<file path="config.mk">
export PLATFORM = sky130hd
export DESIGN_NAME = alu_mc
export DESIGN_NICKNAME = d
export VERILOG_FILES = /design/src/rtl/alu_mc_pkg.sv /design/src/rtl/alu_mc_iter.sv /design/src/rtl/alu_mc.sv
export SDC_FILE = /design/constraint.sdc
export NUM_CORES = 1
export LEC_CHECK = 0
export CORE_UTILIZATION = 45
export DETAILED_ROUTE_END_ITERATION = 12
export DONT_BUFFER_PORTS = 1
export GPL_ROUTABILITY_DRIVEN = 0
export PLACE_DENSITY = 0.6
export RECOVER_POWER = 50
export SYNTH_ARGS = -nofsm -noshare
export SYNTH_HDL_FRONTEND = slang
export SYNTH_SLANG_ARGS = --single-unit
</file>
<file path="constraint.sdc">
create_clock -name clk_i -period 6.7 [get_ports clk_i]
set_input_delay 2.01 -clock clk_i [delete_from_list [all_inputs] [get_ports clk_i]]
set_output_delay 2.01 -clock clk_i [all_outputs]
set_load 0.01 [all_outputs]
</file>
<file path="src/rtl/alu_mc_pkg.sv">
// alu_mc shared opcodes, FSM states and op classification; ALU_MC_DIV_EN enables opcode 110 (DIV).
// No logic state here; is_iter_op decides which opcodes take the WIDTH-cycle path.
package alu_mc_pkg;

  localparam logic [2:0] OP_ADD     = 3'b000;
  localparam logic [2:0] OP_SUB     = 3'b001;
  localparam logic [2:0] OP_MUL     = 3'b010;
  localparam logic [2:0] OP_AND     = 3'b011;
  localparam logic [2:0] OP_OR      = 3'b100;
  localparam logic [2:0] OP_SLT     = 3'b101;
  localparam logic [2:0] OP_DIV     = 3'b110;
  localparam logic [2:0] OP_INVALID = 3'b111;

  typedef enum logic [1:0] {
    S_IDLE = 2'd0,
    S_ITER = 2'd1,
    S_DONE = 2'd2
  } state_e;

  function automatic logic is_iter_op(input logic [2:0] op);
`ifdef ALU_MC_DIV_EN
    return (op == OP_MUL) || (op == OP_DIV);
`else
    return (op == OP_MUL);
`endif
  endfunction

endpackage

</file>
<file path="src/rtl/alu_mc_iter.sv">
// Iterative shift-add multiplier and (with ALU_MC_DIV_EN) restoring divider, one step per cycle.
// start_i loads operands and a WIDTH count; lo_o/hi_o show the next-step value so the top can latch the final step.
module alu_mc_iter
  import alu_mc_pkg::*;
#(
  parameter int WIDTH = 32,
  parameter int CNT_W = $clog2(WIDTH) + 1
) (
  input  logic             clk_i,
  input  logic             rst_i,
  input  logic             start_i,
`ifdef ALU_MC_DIV_EN
  input  logic             div_i,
`endif
  input  logic [WIDTH-1:0] a_i,
  input  logic [WIDTH-1:0] b_i,
  output logic             last_o,
  output logic [WIDTH-1:0] lo_o,
  output logic [WIDTH-1:0] hi_o
);

  localparam logic [CNT_W-1:0] CNT_ONE  = CNT_W'(1);
  localparam logic [CNT_W-1:0] CNT_LOAD = CNT_W'(WIDTH);

  logic [WIDTH-1:0] acc_q, acc_d;
  logic [WIDTH-1:0] mq_q, mq_d;
  logic [WIDTH-1:0] opnd_q;
  logic [CNT_W-1:0] cnt_q;
  logic [WIDTH:0]   add_sum;
`ifdef ALU_MC_DIV_EN
  logic             div_q;
  logic [WIDTH+1:0] trial;
`endif

  // acc holds product high word / partial remainder, mq holds multiplier / dividend-quotient
  always_comb begin
    acc_d   = acc_q;
    mq_d    = mq_q;
    add_sum = {1'b0, acc_q} + (mq_q[0] ? {1'b0, opnd_q} : {(WIDTH+1){1'b0}});
`ifdef ALU_MC_DIV_EN
    trial   = {1'b0, acc_q, mq_q[WIDTH-1]} - {2'b00, opnd_q};
    if (div_q) begin
      if (trial[WIDTH+1:WIDTH] == 2'b00) begin
        acc_d = trial[WIDTH-1:0];
        mq_d  = {mq_q[WIDTH-2:0], 1'b1};
      end else begin
        acc_d = {acc_q[WIDTH-2:0], mq_q[WIDTH-1]};
        mq_d  = {mq_q[WIDTH-2:0], 1'b0};
      end
    end else
`endif
    begin
      acc_d = add_sum[WIDTH:1];
      mq_d  = {add_sum[0], mq_q[WIDTH-1:1]};
    end
  end

  always_ff @(posedge clk_i) begin
    if (rst_i) begin
      acc_q  <= '0;
      mq_q   <= '0;
      opnd_q <= '0;
      cnt_q  <= '0;
`ifdef ALU_MC_DIV_EN
      div_q  <= 1'b0;
`endif
    end else if (start_i) begin
      acc_q  <= '0;
      cnt_q  <= CNT_LOAD;
`ifdef ALU_MC_DIV_EN
      div_q  <= div_i;
      mq_q   <= div_i ? a_i : b_i;
      opnd_q <= div_i ? b_i : a_i;
`else
      mq_q   <= b_i;
      opnd_q <= a_i;
`endif
    end else if (cnt_q != '0) begin
      acc_q <= acc_d;
      mq_q  <= mq_d;
      cnt_q <= cnt_q - CNT_ONE;
    end
  end

  assign last_o = (cnt_q == CNT_ONE);
  assign lo_o   = mq_d;
  assign hi_o   = acc_d;

endmodule

</file>
<file path="src/rtl/alu_mc.sv">
// Multi-cycle ALU: ADD/SUB/AND/OR/SLT in 1 cycle, MUL (and DIV with ALU_MC_DIV_EN) in WIDTH+1 cycles.
// Valid/ready accept; ready_o drops for the WIDTH iteration cycles, valid_o pulses once per result.
module alu_mc
  import alu_mc_pkg::*;
#(
  parameter int WIDTH = 32,
  parameter int CNT_W = $clog2(WIDTH) + 1
) (
  input  logic             clk_i,
  input  logic             rst_i,
  input  logic             valid_i,
  input  logic [WIDTH-1:0] data0_i,
  input  logic [WIDTH-1:0] data1_i,
  input  logic [2:0]       ALUCtrl_i,
  output logic             ready_o,
  output logic             busy_o,
  output logic             valid_o,
  output logic [WIDTH-1:0] data_o,
  output logic [WIDTH-1:0] data_hi_o,
  output logic             zero_o,
  output logic             ovf_o
);

  state_e           state_q;
  logic             valid_q, busy_q, zero_q, ovf_q;
  logic [WIDTH-1:0] data_q, data_hi_q;

  logic             accept, start_iter, iter_last;
  logic [WIDTH-1:0] iter_lo, iter_hi;
  logic [WIDTH-1:0] sum, diff, sc_res;
  logic             sc_ovf;

  assign ready_o    = (state_q != S_ITER);
  assign accept     = valid_i && ready_o;
  assign start_iter = accept && is_iter_op(ALUCtrl_i);

  assign sum  = data0_i + data1_i;
  assign diff = data0_i - data1_i;

  // DIV without the divider and OP_INVALID fall to the zero default
  always_comb begin
    sc_res = '0;
    sc_ovf = 1'b0;
    case (ALUCtrl_i)
      OP_ADD: begin
        sc_res = sum;
        sc_ovf = (data0_i[WIDTH-1] == data1_i[WIDTH-1]) && (sum[WIDTH-1] != data0_i[WIDTH-1]);
      end
      OP_SUB: begin
        sc_res = diff;
        sc_ovf = (data0_i[WIDTH-1] != data1_i[WIDTH-1]) && (diff[WIDTH-1] != data0_i[WIDTH-1]);
      end
      OP_AND:  sc_res = data0_i & data1_i;
      OP_OR:   sc_res = data0_i | data1_i;
      OP_SLT:  sc_res = {{(WIDTH-1){1'b0}}, ($signed(data0_i) < $signed(data1_i))};
      default: sc_res = '0;
    endcase
  end

  alu_mc_iter #(
    .WIDTH (WIDTH),
    .CNT_W (CNT_W)
  ) u_iter (
    .clk_i   (clk_i),
    .rst_i   (rst_i),
    .start_i (start_iter),
`ifdef ALU_MC_DIV_EN
    .div_i   (ALUCtrl_i == OP_DIV),
`endif
    .a_i     (data0_i),
    .b_i     (data1_i),
    .last_o  (iter_last),
    .lo_o    (iter_lo),
    .hi_o    (iter_hi)
  );

  always_ff @(posedge clk_i) begin
    if (rst_i) begin
      state_q   <= S_IDLE;
      valid_q   <= 1'b0;
      busy_q    <= 1'b0;
      data_q    <= '0;
      data_hi_q <= '0;
      zero_q    <= 1'b0;
      ovf_q     <= 1'b0;
    end else begin
      case (state_q)
        S_IDLE, S_DONE: begin
          if (accept && start_iter) begin
            state_q <= S_ITER;
            valid_q <= 1'b0;
            busy_q  <= 1'b1;
          end else if (accept) begin
            state_q   <= S_DONE;
            valid_q   <= 1'b1;
            data_q    <= sc_res;
            data_hi_q <= '0;
            zero_q    <= (sc_res == '0);
            ovf_q     <= sc_ovf;
          end else begin
            state_q <= S_IDLE;
            valid_q <= 1'b0;
          end
        end
        S_ITER: begin
          if (iter_last) begin
            state_q   <= S_DONE;
            valid_q   <= 1'b1;
            busy_q    <= 1'b0;
            data_q    <= iter_lo;
            data_hi_q <= iter_hi;
            zero_q    <= (iter_lo == '0);
            ovf_q     <= 1'b0;
          end
        end
        default: begin
          state_q <= S_IDLE;
          valid_q <= 1'b0;
          busy_q  <= 1'b0;
        end
      endcase
    end
  end

  assign busy_o    = busy_q;
  assign valid_o   = valid_q;
  assign data_o    = data_q;
  assign data_hi_o = data_hi_q;
  assign zero_o    = zero_q;
  assign ovf_o     = ovf_q;

endmodule

</file>
# Word level (Yosys, flattened, before mapping)
# Index checks and enable logic that the tools add are counted.
[totals]
output_inout_bits = 69
elab_cells = 85
in_bits = 70
register_bits = 172
[op_classes]
eq_ne = 17
magnitude_cmp = 1
mux = 33
n_bitwise = 2
reduce_logical = 16
add_sub_neg = 4
[op_table]
columns = ["op", "count"]
rows = [
  ["two-way mux 32 bit", 9],
  ["case mux 32 bit (5 select lines)", 1],
  ["case mux 32 bit (2 select lines)", 2],
  ["zero test 32 bit", 2],
  ["adder 32 x 33 -> 33 bit", 1],
  ["adder 32 bit", 1],
  ["bitwise AND 32 bit", 1],
  ["less-than comparator 32 bit", 1],
  ["OR 32 bit", 1],
  ["subtractor 32 bit", 1],
  ["two-way mux 6 bit", 2],
  ["two-way mux 1 bit", 10],
  ["case mux 1 bit (2 select lines)", 5],
  ["inequality test 2 bit, second input constant", 4],
  ["equality test 3 x 2 -> 1 bit, second input constant", 2],
  ["equality test 3 bit, second input constant", 2],
  ["equality test 6 x 1 -> 1 bit, second input constant", 1],
  ["two-way mux 2 bit", 3],
  ["nonzero test 6 bit", 1],
  ["subtractor 6 x 1 -> 6 bit, second input constant", 1],
  ["logical AND 1 bit", 5],
  ["case mux 2 bit (2 select lines)", 1],
  ["AND reduction 4 bit", 1],
  ["nonzero test 2 bit", 2],
  ["other kinds (10)", 13],
]

# Depth between registers and ports, before layout
[depth]
word_depth = 7
depth_mapped = 14
mapped_depth_nobuf = 14

# Hierarchy
# From an unflattened synthesis, not the netlist that was laid out.
[hier_totals]
hier_cells = 2007
hier_area_um2 = 14547.7
[modules_own_cells]
columns = ["module", "n_inst", "cells_per_inst", "seq_area_each_um2", "area_per_inst_um2"]
rows = [
  ["alu_mc", 1, 1187, 1381.3, 8329.2],
  ["alu_mc_iter", 1, 820, 2042.0, 6218.5],
]

# Worst setup path after synthesis
# No wires, ideal clock.
[synth_timing]
kind = "input to register"
startpoint = "in data0_i[0]"
endpoint = "reg zero_q, in the netlist zero_o"
cell_stages = 13
setup_ps = 96
arrival_ps = 5087
slack_ps = 1517
required_time_ps = 6604
path_cell_list = "ha_1 fa_1 a21o_1 a221o_1 a211oi_2 a21oi_2 xnor2_1 o21a_1 or3_1 or3_1 nor4_1 nand4_1 o41ai_2"
[synth_via]
elab_chain_cells = 6
[synth_lines]
columns = ["item", "line", "text"]
rows = [
  ["start, declared", "alu_mc.sv:12", "input logic [WIDTH-1:0] data0_i,"],
  ["subtractor 32 bit (tied with other cells)", "alu_mc.sv:38", "assign diff = data0_i - data1_i;"],
  ["case mux 32 bit (5 select lines) (*)", "alu_mc.sv:44", "case (ALUCtrl_i)"],
  ["zero test 32 bit (*)", "alu_mc.sv:98", "zero_q <= (sc_res == '0);"],
  ["two-way mux 1 bit (*)", "alu_mc.sv:93", "end else if (accept) begin"],
  ["two-way mux 1 bit (*)", "alu_mc.sv:89", "if (accept && start_iter) begin"],
  ["case mux 1 bit (2 select lines) (*)", "alu_mc.sv:87", "case (state_q)"],
  ["end signal, assigned", "alu_mc.sv:98", ""],
  ["end signal, assigned", "alu_mc.sv:112", "zero_q <= (iter_lo == '0);"],
  ["end, declared", "alu_mc.sv:25", "logic valid_q, busy_q, zero_q, ovf_q;"],
]
# Mark *: on every way between the ends. The rest lies on a longest branch, timed or not. The select of a mux whose other input is x is not followed.
# A chain may end at the register's enable or synchronous reset.

# Final worst setup path
[layout_timing]
startpoint = "in ALUCtrl_i[1]"
endpoint = "reg zero_q, in the netlist zero_o"
[layout_via]
elab_chain_cells = 6
[layout_lines]
columns = ["item", "line", "text"]
rows = [
  ["start, declared", "alu_mc.sv:14", "input logic [2:0] ALUCtrl_i,"],
  ["equality test 3 bit (tied with other cells)", "alu_mc.sv:44", ""],
  ["case mux 32 bit (5 select lines)", "alu_mc.sv:44", ""],
  ["zero test 32 bit", "alu_mc.sv:98", ""],
  ["two-way mux 1 bit", "alu_mc.sv:93", ""],
  ["two-way mux 1 bit", "alu_mc.sv:89", ""],
  ["case mux 1 bit (2 select lines)", "alu_mc.sv:87", ""],
]
# Several ways; a longest one is shown, not always the timed one. The select of a mux whose other input is x is not followed.

==> flow_summary.json <==
{
  "status": "finished, violations left",
  "failed_checks": "max-capacitance violations, max-slew violations",
  "antenna_left": 0,
  "synth_mux_area_share_pct": 0.374,
  "hold_violations": 0,
  "reg2regPathDepth": 11,
  "period_needed_ns": 5.58,
  "first_global_vias": 12794,
  "use_met3_pct": 6.77,
  "track_usage_pct": 30.1,
  "busiest_layer": "met2",
  "worstMarginPinSlew_ns": 2.03,
  "cts.sinks": 171,
  "cts_max_path_buffers": 2,
  "fp.dieW_um": 177,
  "grt_pass1_wl_um": 73300,
  "cts_hold_buffers": 0,
  "rsz0062_at_grt": "no",
  "power_density_nw_per_um2": 229,
  "r2r-start": "state_q[0]$_SDFFE_PP0P_",
  "worst_setup_path_start_kind": "input pin",
  "cts_tree": "yes",
  "clk_pin_slew_ns": 0.08,
  "synth-main-ff-cell": "dfxtp_1",
  "synth_top_family_by_area": "compound AO/OA/AOI/OAI gates",
  "worst_r2r_endpoint": "zero_o$_SDFFE_PP0P_",
  "synth_area_leaders": "dfxtp_1 25%, ha_1 13%, nand2_1 8.2%",
  "io_pins": 139,
  "synth_top_area_share_pct": 24.9,
  "power_leakage_uw": 0.00589,
  "min_period_over_period_pct": 83.3,
  "syn_area_sq_um": 13700,
  "drive_gt1_share_pct": 4.76,
  "worstPathRequired_ns": 7.07,
  "core_area_sq_um": 29800,
  "fmax_ghz": 0.179,
  "place_inst": 2166,
  "area_delta_synth_final_pct": 5.12,
  "cap_violations": 2,
  "fillCellCount": 3080,
  "ys_types": 93,
  "final_area_sq_um": 14400,
  "layoutNonFillerInstCount": 2198,
  "crit_arrival_ns": 5.95,
  "setup_viol": 0,
  "dpl.hpwl_um": 34100,
  "synth_top_area_cell": "dfxtp_1",
  "worstPathMaxFanout": 20,
  "post_cts.repair.setup_buffers": 0,
  "cts_root_buffer": "clkbuf_16",
  "die_h_um": 177,
  "syn_nets": 2094,
  "ys_seq_elements": 171,
  "syn_avg_cell_area_sq_um": 7.32,
  "io_buffers": 0,
  "finalSetupTns_ns": 0,
  "avgRoutedWirePerCell_um": 21.3,
  "hold_path_class": "reg -> reg",
  "synth-simple-area-share_pct": 24.0,
  "gr-usage-met1_pct": 39.6,
  "drc": 0,
  "finClkSkew_ns": 0.0143,
  "via_per_inst": 6.26,
  "n_antenna_cell": 0,
  "via_count": 13752,
  "irDropWorstVdd_mv": 0.241,
  "synth_adder_area_share_pct": 13.6,
  "antenna_found_initial": 0,
  "synth-edff-count": 0,
  "crit_path_start": "ALUCtrl_i[1]",
  "first_iter_violations": 1466,
  "dr.pass1.iters": 6,
  "nets": 2013,
  "gr-usage-met2_pct": 46.6,
  "insertion_delay_ns": 0.47,
  "fp.dieArea_sq_um": 31200,
  "final_util_pct": 48.5,
  "grt_max_degree": 137,
  "timing.critical_path.to": "zero_o$_SDFFE_PP0P_",
  "globalRouteOverflowTotal": 0,
  "place_area_sq_um": 13900,
  "initial_utilization_pct": 46.1,
  "rows": 63,
  "cts.repair.resized": 0,
  "path_class": "in -> reg",
  "synth_compound_area_share_pct": 28.0,
  "yosys_warnings": 0,
  "synth-async-reset-ratio_pct": 0,
  "crit_path_end_kind": "flip-flop",
  "relSlewSlack_pct": -35.4,
  "h-tree-depth": 4,
  "seq_area_frac_synth_pct": 24.9,
  "synth_xor_area_share_pct": 2.81,
  "drt_wl_total_um": 46800,
  "maxSlewViolCount": 122,
  "fin_hold_ws_ns": 0.450,
  "r2r_slack_ns": 2.44,
  "cts-buffers-inserted": 17,
  "syn_inst": 1876
}
==> registers in the layout (all words and copies together), names as in the netlist, 2 cells and up <==
register / cells
data_hi_o: 32
data_o: 32
state_q: 2
u_iter.acc_q: 32
u_iter.cnt_q: 6
u_iter.mq_q: 32
u_iter.opnd_q: 32
==> metal layers <==
layer | share of wire [%] | routed length (um)
met3 | 8.3 | 3870
met2 | 44 | 20500
met4 | 3.9 | 1830
met5 | 0 | 0
met1 | 44 | 20700
==> Yosys cell counts (18+ instances only) <==
cell type	count
a21o_1	32
nor3_1	39
o21a_1	18
a21oi_1	201
a31oi_1	20
dfxtp_1	171
nand3_1	48
inv_1	101
a221oi_1	19
nor2_1	178
and2_1	36
clkbuf_1	92
ha_1	145
a22oi_1	29
xnor2_1	30
nand2_1	299
o21ai_0	53
nor4_1	22
a211oi_1	21
a311oi_1	35
==> per-stage QoR <==
step / total power, uW / worst slack [ns]
2_1_floorplan: 2020 / 1.52
3_5_place_dp: 2340 / 1.03
3_3_place_gp: 2320 / 1.11
6_report: 3300 / 1.12
4_1_cts: 3300 / 1.51
5_1_grt: 3470 / 0.940
==> cell families after synthesis <==
group                    Yosys count
AND/OR/NAND/NOR                  720
flip-flops                       171
multiplexers                       5
AO/OA/AOI/OAI                    568
XOR/XNOR                          44
buffers and inverters            220
adder cells (fa/ha/maj)          148
==> cell usage in the layout, fill, tap and decap left out, drive strengths merged, types with 25 or more instances in the layout <==
| master | count |
|---|---|
| nand3 | 48 |
| and2 | 36 |
| nor4 | 25 |
| a21oi | 202 |
| a22oi | 29 |
| xnor2 | 30 |
| a21o | 32 |
| o21ai | 58 |
| dfxtp | 171 |
| ha | 145 |
| nand2 | 301 |
| inv | 106 |
| nor3 | 40 |
| nor2 | 179 |
| a311oi | 35 |
==> how the worst min path moves through the flow <==
stage	from	endpoint	cells past startpoint
floorplan	u_iter.opnd_q[0]$_SDFFE_PP0P_	u_iter.opnd_q[0]$_SDFFE_PP0P_	2
global placement	u_iter.opnd_q[17]$_SDFFE_PP0P_	u_iter.opnd_q[17]$_SDFFE_PP0P_	2
detailed placement	u_iter.opnd_q[10]$_SDFFE_PP0P_	u_iter.opnd_q[10]$_SDFFE_PP0P_	2
CTS	u_iter.opnd_q[10]$_SDFFE_PP0P_	u_iter.opnd_q[10]$_SDFFE_PP0P_	2
global route	u_iter.opnd_q[17]$_SDFFE_PP0P_	u_iter.opnd_q[17]$_SDFFE_PP0P_	2
finish	u_iter.opnd_q[30]$_SDFFE_PP0P_	u_iter.opnd_q[30]$_SDFFE_PP0P_	2
==> power by group <==
part,switching [uW],leakage (uW),internal [uW]
sequential,89.9,0.00139,1100
clock,464,0.000254,498
combinational,804,0.00424,347
total,1360,0.00589,1950
==> worst max-delay path, cell delays in order <==
cell       delay [ns]
nor3b_1          0.18
nor3b_2          0.16
clkbuf_1         1.05
nor3_1           0.20
or4b_1           0.56
a211oi_1         0.27
o2111ai_1        0.16
nor4_1           0.42
nand4b_1         0.18
nor4_1           0.24
nand4_1          0.19
o41ai_2          0.32
==> cell type report <==
class	count	area (sq um)	area share [%]
sequential	171	3420	23.7
timing repair buffer	16	110	0.763
clock inverter	11	88.8	0.615
tap	390	488	3.38
clock buffer	21	460	3.19
multi-input combinational	1485	9480	65.6
inverter	104	390	2.70
Power figures use the tool's default switching activity.
